**src/rtl/fetch_stage_pkg.sv**
```systemverilog
// Shared types and constants for the instruction fetch stage:
// FSM state encoding, datapath widths, reset defaults and PC increment helper.
package fetch_stage_pkg;

  localparam int PC_W    = 8;
  localparam int INSTR_W = 16;

  localparam logic [PC_W-1:0]    RESET_PC_DEF  = 8'h00;
  localparam logic [INSTR_W-1:0] NOP_INSTR_DEF = 16'h0000;

  typedef enum logic [1:0] {
    ST_RST   = 2'd0,
    ST_FETCH = 2'd1,
    ST_HOLD  = 2'd2,
    ST_DROP  = 2'd3
  } fetch_state_e;

  // Modulo-2^PC_W increment: 8'hFF wraps to 8'h00 silently.
  function automatic logic [PC_W-1:0] pc_inc(input logic [PC_W-1:0] pc);
    return pc + {{(PC_W-1){1'b0}}, 1'b1};
  endfunction

endpackage

```
**src/rtl/fetch_stage_if_id_reg.sv**
```systemverilog
// IF/ID pipeline register: clear-to-bubble has priority over load, otherwise holds.
module if_id_reg
  import fetch_stage_pkg::*;
#(
  parameter logic [INSTR_W-1:0] NOP_INSTR = NOP_INSTR_DEF
) (
  input  logic               clk,
  input  logic               rst_n_i,
  input  logic               en_i,
  input  logic               clr_i,
  input  logic [INSTR_W-1:0] instr_i,
  input  logic [PC_W-1:0]    pc_plus1_i,
  input  logic               valid_i,
  output logic [INSTR_W-1:0] instr_o,
  output logic [PC_W-1:0]    pc_plus1_o,
  output logic               valid_o
);

  logic [INSTR_W-1:0] instr_q;
  logic [PC_W-1:0]    pc_plus1_q;
  logic               valid_q;

  // Pipeline register with async reset and synchronous bubble insertion.
  always_ff @(posedge clk or negedge rst_n_i) begin
    if (!rst_n_i) begin
      instr_q    <= NOP_INSTR;
      pc_plus1_q <= 8'h00;
      valid_q    <= 1'b0;
    end else if (clr_i) begin
      instr_q    <= NOP_INSTR;
      pc_plus1_q <= 8'h00;
      valid_q    <= 1'b0;
    end else if (en_i) begin
      instr_q    <= instr_i;
      pc_plus1_q <= pc_plus1_i;
      valid_q    <= valid_i;
    end else begin
      instr_q    <= instr_q;
      pc_plus1_q <= pc_plus1_q;
      valid_q    <= valid_q;
    end
  end

  assign instr_o    = instr_q;
  assign pc_plus1_o = pc_plus1_q;
  assign valid_o    = valid_q;

endmodule

```
**src/rtl/fetch_stage.sv**
```systemverilog
// Instruction fetch stage: PC, one-entry skid buffer for decode stalls, and a
// request FSM that keeps an outstanding memory request stable across redirects.
module fetch_stage
  import fetch_stage_pkg::*;
#(
  parameter logic [PC_W-1:0]    RESET_PC  = RESET_PC_DEF,
  parameter logic [INSTR_W-1:0] NOP_INSTR = NOP_INSTR_DEF
) (
  input  logic               clk,
  input  logic               reset,
  output logic               imem_req,
  output logic [PC_W-1:0]    imem_addr,
  input  logic [INSTR_W-1:0] imem_rdata,
  input  logic               imem_ready,
  input  logic               StallD,
  input  logic               PCSrcE,
  input  logic [PC_W-1:0]    BranchTargetE,
  output logic [INSTR_W-1:0] InstrD,
  output logic [PC_W-1:0]    PCPlus1D,
  output logic               ValidD
);

  fetch_state_e       state_q, state_d;
  logic [PC_W-1:0]    pcf_q, pcf_d;
  logic [INSTR_W-1:0] skid_instr_q, skid_instr_d;
  logic [PC_W-1:0]    skid_pc1_q, skid_pc1_d;
  logic               skid_valid_q, skid_valid_d;
  logic [PC_W-1:0]    drop_addr_q, drop_addr_d;
  logic               imem_req_q, imem_req_d;
  logic [PC_W-1:0]    imem_addr_q, imem_addr_d;

  logic [PC_W-1:0]    pcf_inc_s;
  logic               ifid_en_s;
  logic               ifid_clr_s;
  logic [INSTR_W-1:0] ifid_instr_s;
  logic [PC_W-1:0]    ifid_pc1_s;
  logic               ifid_valid_s;

  assign pcf_inc_s = pc_inc(pcf_q);

  // Next-state logic; a redirect always wins over stall and memory handshake.
  always_comb begin
    state_d      = state_q;
    pcf_d        = pcf_q;
    skid_instr_d = skid_instr_q;
    skid_pc1_d   = skid_pc1_q;
    skid_valid_d = skid_valid_q;
    drop_addr_d  = drop_addr_q;
    ifid_en_s    = 1'b0;
    ifid_clr_s   = 1'b0;
    ifid_instr_s = imem_rdata;
    ifid_pc1_s   = pcf_inc_s;
    ifid_valid_s = 1'b1;
    case (state_q)
      ST_RST: begin
        state_d = ST_FETCH;
      end
      ST_FETCH: begin
        if (PCSrcE) begin
          pcf_d        = BranchTargetE;
          ifid_clr_s   = 1'b1;
          skid_valid_d = 1'b0;
          if (imem_ready) begin
            state_d = ST_FETCH;
          end else begin
            state_d     = ST_DROP;
            drop_addr_d = imem_addr_q;
          end
        end else if (imem_ready && !StallD) begin
          ifid_en_s = 1'b1;
          pcf_d     = pcf_inc_s;
        end else if (imem_ready) begin
          skid_instr_d = imem_rdata;
          skid_pc1_d   = pcf_inc_s;
          skid_valid_d = 1'b1;
          state_d      = ST_HOLD;
        end else if (!StallD) begin
          ifid_clr_s = 1'b1;
        end else begin
          state_d = ST_FETCH;
        end
      end
      ST_HOLD: begin
        if (PCSrcE) begin
          pcf_d        = BranchTargetE;
          ifid_clr_s   = 1'b1;
          skid_valid_d = 1'b0;
          state_d      = ST_FETCH;
        end else if (!StallD) begin
          ifid_en_s    = 1'b1;
          ifid_instr_s = skid_instr_q;
          ifid_pc1_s   = skid_pc1_q;
          ifid_valid_s = skid_valid_q;
          pcf_d        = pcf_inc_s;
          skid_valid_d = 1'b0;
          state_d      = ST_FETCH;
        end else begin
          state_d = ST_HOLD;
        end
      end
      ST_DROP: begin
        // The pending wrong-path word is thrown away; IF/ID stays a bubble.
        ifid_clr_s = 1'b1;
        if (PCSrcE) begin
          pcf_d   = BranchTargetE;
          state_d = ST_DROP;
        end else if (imem_ready) begin
          state_d = ST_FETCH;
        end else begin
          state_d = ST_DROP;
        end
      end
      default: begin
        state_d = ST_RST;
      end
    endcase
    imem_req_d  = (state_d == ST_FETCH) || (state_d == ST_DROP);
    imem_addr_d = (state_d == ST_DROP) ? drop_addr_d : pcf_d;
  end

  // FSM, PC, skid buffer and registered memory-request outputs.
  always_ff @(posedge clk or negedge reset) begin
    if (!reset) begin
      state_q      <= ST_RST;
      pcf_q        <= RESET_PC;
      skid_instr_q <= NOP_INSTR;
      skid_pc1_q   <= 8'h00;
      skid_valid_q <= 1'b0;
      drop_addr_q  <= RESET_PC;
      imem_req_q   <= 1'b0;
      imem_addr_q  <= RESET_PC;
    end else begin
      state_q      <= state_d;
      pcf_q        <= pcf_d;
      skid_instr_q <= skid_instr_d;
      skid_pc1_q   <= skid_pc1_d;
      skid_valid_q <= skid_valid_d;
      drop_addr_q  <= drop_addr_d;
      imem_req_q   <= imem_req_d;
      imem_addr_q  <= imem_addr_d;
    end
  end

  assign imem_req  = imem_req_q;
  assign imem_addr = imem_addr_q;

  if_id_reg #(
    .NOP_INSTR (NOP_INSTR)
  ) u_if_id (
    .clk        (clk),
    .rst_n_i    (reset),
    .en_i       (ifid_en_s),
    .clr_i      (ifid_clr_s),
    .instr_i    (ifid_instr_s),
    .pc_plus1_i (ifid_pc1_s),
    .valid_i    (ifid_valid_s),
    .instr_o    (InstrD),
    .pc_plus1_o (PCPlus1D),
    .valid_o    (ValidD)
  );

endmodule
```
**config.mk**
```make
export PLATFORM = sky130hd
export DESIGN_NAME = fetch_stage
export DESIGN_NICKNAME = d
export VERILOG_FILES = /design/src/rtl/fetch_stage_pkg.sv /design/src/rtl/fetch_stage_if_id_reg.sv /design/src/rtl/fetch_stage.sv
export SDC_FILE = /design/constraint.sdc
export NUM_CORES = 1
export LEC_CHECK = 0
export BUFFER_PORTS_ARGS = -buffer_cell sky130_fd_sc_hd__buf_2
export CORE_ASPECT_RATIO = 1.4
export CORE_UTILIZATION = 35
export CTS_BUF_LIST = sky130_fd_sc_hd__clkbuf_4
export DETAILED_ROUTE_END_ITERATION = 8
export RECOVER_POWER = 25
export SLEW_MARGIN = 15
export SYNTH_ARGS = -nofsm -noshare
export SYNTH_HDL_FRONTEND = slang
export SYNTH_HIERARCHICAL = 1
export SYNTH_SLANG_ARGS = --single-unit
```
**constraint.sdc**
```tcl
create_clock -name clk -period 2.7 [get_ports clk]
set_input_delay 0.405 -clock clk [delete_from_list [all_inputs] [get_ports clk]]
set_output_delay 0.405 -clock clk [all_outputs]
set_load 0.02 [all_outputs]
```
==> results.txt <==
The run finished, with violations left. The final reports fail on max-capacitance violations, max-slew violations. The cell at the root of the clock tree is sky130_fd_sc_hd__clkbuf_4. After detailed routing, the number of remaining DRC violations is 0. The largest voltage drop on the vdd net came out at around 470 µV.

The die outline height came out at approximately 130 µm. The total count of max-transition violations in the final report came out at ~80. In the final routed layout, each cell accounts on average for roughly 16 µm. The number of antenna diodes in the final layout is 0. The sequential element share of the synthesized area is about 46%. The post-layout minimum cycle time is between 2 and 2.5 ns. The max-capacitance violation count is 1.

The via count of the first global-routing pass came out at approximately 3,200. The count of distinct cell types in the synthesized netlist came out at 65. The count of boundary I/O pins is 63. The startpoint of the worst-slack reg-to-reg timing path is state_q[1]$_DFF_PN0_. The smallest setup slack after layout came out at roughly 0.22 ns.

The cell area after layout is ~4700 µm². The standard-cell row count is 47. The floorplan die area is roughly 13,000 µm². The leakage power is 2.22 nW. The critical path ends at imem_addr[5]$_DFF_PN0_. The core area came out at roughly 12,000 µm². Once placement finished, the instance area stood at ~4600 µm². Wires add up to about 10,000 µm. The type of element launching the critical path is a flop.

For this design, the CTS-stage hold fixing added 0 buffers. In this run the critical register-to-register path is captured at imem_addr[5]$_DFF_PN0_. The number of warnings printed during yosys synthesis came out at 6.

The register bit total from synthesis came out at 77. The detail route stage leaves a number of antenna-violating nets equal to 0. The number of enable flip-flop cells after synthesis came out at 0.

The fraction of synthesis flops using an asynchronous set or reset pin came out at 100%. The total vias in the final route is around 3,300. The worst setup path is of the flop to flop kind. TritonCTS built the clock tree. Entering global routing, the biggest net connects 78 pins. The total of endpoints with negative setup slack in the final report came out at 0. Static timing analysis puts the maximum clock frequency at just over 400 MHz.

The required time of the worst setup path came out at between 2 and 3 ns. The post-synthesis net count came out at roughly 450. In this run the tool buffered the top-level ports with 62 buffer cells. The total track usage came out at between 10% and 20%. After synthesis the cells add up to roughly 4200 µm². The transition time of the tightest slew-check pin came out at 1.92 ns. The relative slew slack is -28.2%. The worst setup path is captured at a flop. The relative area change from synthesis to final layout is 10.8%. The number of levels in the clock H-tree is 3. The power density over the cells is 1050 nW/µm². The first detailed-routing pass took 4 iterations. The register-to-register setup slack came out at roughly 0.22 ns. The completed layout was analyzed and its total power is between 4 and 5 mW.

The post-cts sizing count is 0. On the critical path, the stage with the largest delay is an instance of sky130_fd_sc_hd__ha_1. Data on the critical path arrives at its endpoint at 2.77 ns. Setup repair after global routing left no endpoint under its margin. The depth of the most critical reg-to-reg path is 6.

The clock skew after layout came out at between 0.01 and 0.015 ns. The aggregate global routing overflow came out at 0. Along the worst path, the maximum fanout reaches 16. The most critical setup path has its startpoint at state_q[1]$_DFF_PN0_. In this run the mean area of a mapped cell was 10.1 µm².

The wire length of the first global-routing pass came out at approximately 16,000 µm. The ratio of cells with drive above 1 in the final layout is 26.3%. The hold path depth is 2. The clock sink total is 77.

The min-delay analysis places its worst path in the category primary input to flop. After the last flow step, the layout net total stands at 504. The worst slack after detailed placement came out at between 0.2 and 0.25 ns. The critical path goes through inv_1 -> ha_1 -> nand3b_2 -> mux2_2 -> a2111oi_0 -> a31oi_1. The count of placed standard cells in the final layout, fillers left out came out at between 600 and 700. After legalization and detailed placement, the total HPWL measured 6900 µm. TritonCTS created 9 clock buffers. The via density per instance came out at roughly 5.2.

The post-CTS setup repair buffer count is 0. The final sum of negative setup slack came out at 0 ns. The routability congestion estimate from global placement is around 0.84. In this run the horizontal extent of the chip is 94.9 µm. The number of buffers on the longest clock path is 2. After layout, the worst path uses approximately nine tenths of the clock period. The detailed router finished its first iteration with ~180 violations. After detailed placement, the design holds a cell count of 606. The insertion delay to the later sink of the worst-skew pair came out at around 0.42 ns. For this run, the slowest stage of the critical path takes 0.51 ns. The clock-pin slew on the worst setup and hold paths came out at about 0.12 ns.

In the synthesized netlist the dominant register cell turns out to be sky130_fd_sc_hd__dfrtp_1. The final number of hold-violating endpoints came out at 0. The starting density of the core came out at approximately 36%.

The instance count of the mapped netlist came out at roughly 420. The initial antenna violation count came out at 0.
-- stage by stage --
step / utilization (%) / hold WS (ns)
after global placement: 38.5 / 0.461
final: 39.6 / 0.224
after CTS: 39.7 / 0.150
after global routing: 39.6 / 0.195
after detailed placement: 38.5 / 0.472
after floorplan: - / 0.109
-- layout by cell type, fill, tap and decap left out, types with 4 or more instances in the layout --
| cell | count |
|---|---|
| sky130_fd_sc_hd__a2111o_1 | 5 |
| sky130_fd_sc_hd__a2111oi_0 | 8 |
| sky130_fd_sc_hd__a21oi_1 | 11 |
| sky130_fd_sc_hd__a31oi_1 | 5 |
| sky130_fd_sc_hd__a32oi_1 | 4 |
| sky130_fd_sc_hd__buf_2 | 61 |
| sky130_fd_sc_hd__buf_4 | 8 |
| sky130_fd_sc_hd__clkbuf_4 | 11 |
| sky130_fd_sc_hd__dfrtp_1 | 77 |
| sky130_fd_sc_hd__ha_1 | 5 |
| sky130_fd_sc_hd__inv_1 | 12 |
| sky130_fd_sc_hd__mux2_2 | 23 |
| sky130_fd_sc_hd__mux2i_1 | 29 |
| sky130_fd_sc_hd__nand2_1 | 70 |
| sky130_fd_sc_hd__nand3_1 | 9 |
| sky130_fd_sc_hd__nor2_1 | 43 |
| sky130_fd_sc_hd__nor3_1 | 4 |
| sky130_fd_sc_hd__o211ai_1 | 4 |
| sky130_fd_sc_hd__o21ai_0 | 14 |
| sky130_fd_sc_hd__xnor2_1 | 5 |
-- cell usage after synthesis, types with 2 or more instances --
cell	n	area (µm²)
sky130_fd_sc_hd__dfrtp_1	77	1930
sky130_fd_sc_hd__nand2_1	70	263
sky130_fd_sc_hd__nor2_1	43	161
sky130_fd_sc_hd__mux2i_1	29	290
sky130_fd_sc_hd__mux2_2	23	259
sky130_fd_sc_hd__o21ai_0	14	70.1
sky130_fd_sc_hd__a21oi_1	12	60.1
sky130_fd_sc_hd__inv_1	12	45.0
sky130_fd_sc_hd__nand3_1	9	45.0
sky130_fd_sc_hd__a2111oi_0	8	70.1
sky130_fd_sc_hd__buf_2	6	30.0
sky130_fd_sc_hd__clkbuf_1	6	22.5
sky130_fd_sc_hd__a2111o_1	5	56.3
sky130_fd_sc_hd__a31oi_1	5	31.3
sky130_fd_sc_hd__buf_6	5	56.3
sky130_fd_sc_hd__clkbuf_8	5	68.8
sky130_fd_sc_hd__ha_1	5	62.6
sky130_fd_sc_hd__xnor2_1	5	43.8
sky130_fd_sc_hd__a32oi_1	4	35.0
sky130_fd_sc_hd__nor3_1	4	20.0
sky130_fd_sc_hd__o211ai_1	4	30.0
sky130_fd_sc_hd__a21boi_0	3	22.5
sky130_fd_sc_hd__buf_4	3	22.5
sky130_fd_sc_hd__nand2b_1	3	18.8
sky130_fd_sc_hd__nand3b_1	3	22.5
sky130_fd_sc_hd__o31ai_1	3	22.5
sky130_fd_sc_hd__a211oi_1	2	15.0
sky130_fd_sc_hd__a221o_1	2	20.0
sky130_fd_sc_hd__a31o_2	2	17.5
sky130_fd_sc_hd__a41oi_1	2	17.5
sky130_fd_sc_hd__and2b_1	2	15.0
sky130_fd_sc_hd__and2b_2	2	17.5
sky130_fd_sc_hd__buf_12	2	40.0
sky130_fd_sc_hd__clkbuf_2	2	10.0
sky130_fd_sc_hd__nand4_1	2	12.5
sky130_fd_sc_hd__nor2b_1	2	12.5
sky130_fd_sc_hd__o2111ai_1	2	17.5
sky130_fd_sc_hd__or2b_1	2	15.0
sky130_fd_sc_hd__xor2_1	2	17.5
-- logic make-up after synthesis --
family / count (synthesis) / synth area share [%]
AND/OR/NAND/NOR: 153 / 16.5
AO/OA/AOI/OAI: 81 / 14.8
flip-flops: 77 / 45.6
multiplexers: 52 / 13.0
buffers and inverters: 43 / 7.16
XOR/XNOR: 7 / 1.45
adder cells (fa/ha/maj): 5 / 1.48
-- area by class of cell --
class                           count  area [µm²]
Clock inverter                      5        51.3
Tap cell                          147         184
Fill cell                        1166        7140
Clock buffer                       11        82.6
Sequential cell                    77        1930
Inverter                           13        48.8
Timing Repair Buffer               71         390
Multi-Input combinational cell    298        2000
-- sequential cells by signal, summed over array words and instances, names as in the netlist --
register	count
skid_instr_q	16
u_if_id/instr_o	16
drop_addr_q	8
imem_addr	8
pcf_q	8
skid_pc1_q	8
u_if_id/pc_plus1_o	8
state_q	2
imem_req	1
skid_valid_q	1
u_if_id/valid_o	1
-- layer usage --
| layer | global-route usage (%) | vias up | share of wire (%) |
|---|---|---|---|
| li1 | - | 1569 | - |
| met1 | 21.5 | 1579 | 45 |
| met2 | 27.1 | 97 | 49 |
| met3 | 3.17 | 10 | 4.5 |
| met4 | 6.57 | 0 | 1.6 |
| met5 | 0 | - | 0 |
-- power by group --
part | internal [mW] | switching, mW | leakage (nW)
Combinational | 0.892 | 1.39 | 1.15
Clock | 0.298 | 0.393 | 0.0759
Sequential | 1.63 | 0.312 | 0.989
-- how the worst min path moves through the flow --
stage / end / slack, ns / from
floorplan: drop_addr_q[0]$_DFF_PN0_ / 0.11 / reset
global placement: drop_addr_q[0]$_DFF_PN0_ / 0.46 / drop_addr_q[0]$_DFF_PN0_
detailed placement: skid_pc1_q[4]$_DFFE_PN0P_ / 0.47 / skid_pc1_q[4]$_DFFE_PN0P_
CTS: skid_instr_q[8]$_DFFE_PN0P_ / 0.15 / reset
global route: skid_instr_q[1]$_DFFE_PN0P_ / 0.19 / imem_rdata[1]
finish: skid_instr_q[1]$_DFFE_PN0P_ / 0.22 / imem_rdata[1]
-- worst max-delay path, delay by kind of cell, from the launching register on --
kind / cells / cell delay, ns
AO/OA/AOI/OAI: 2 / 0.60
adder cells (fa/ha/maj): 1 / 0.51
flip-flops: 1 / 0.43
multiplexers: 1 / 0.37
AND/OR/NAND/NOR: 1 / 0.35
buffers and inverters: 1 / 0.09
No activity file was read; power rests on OpenSTA's default activity.
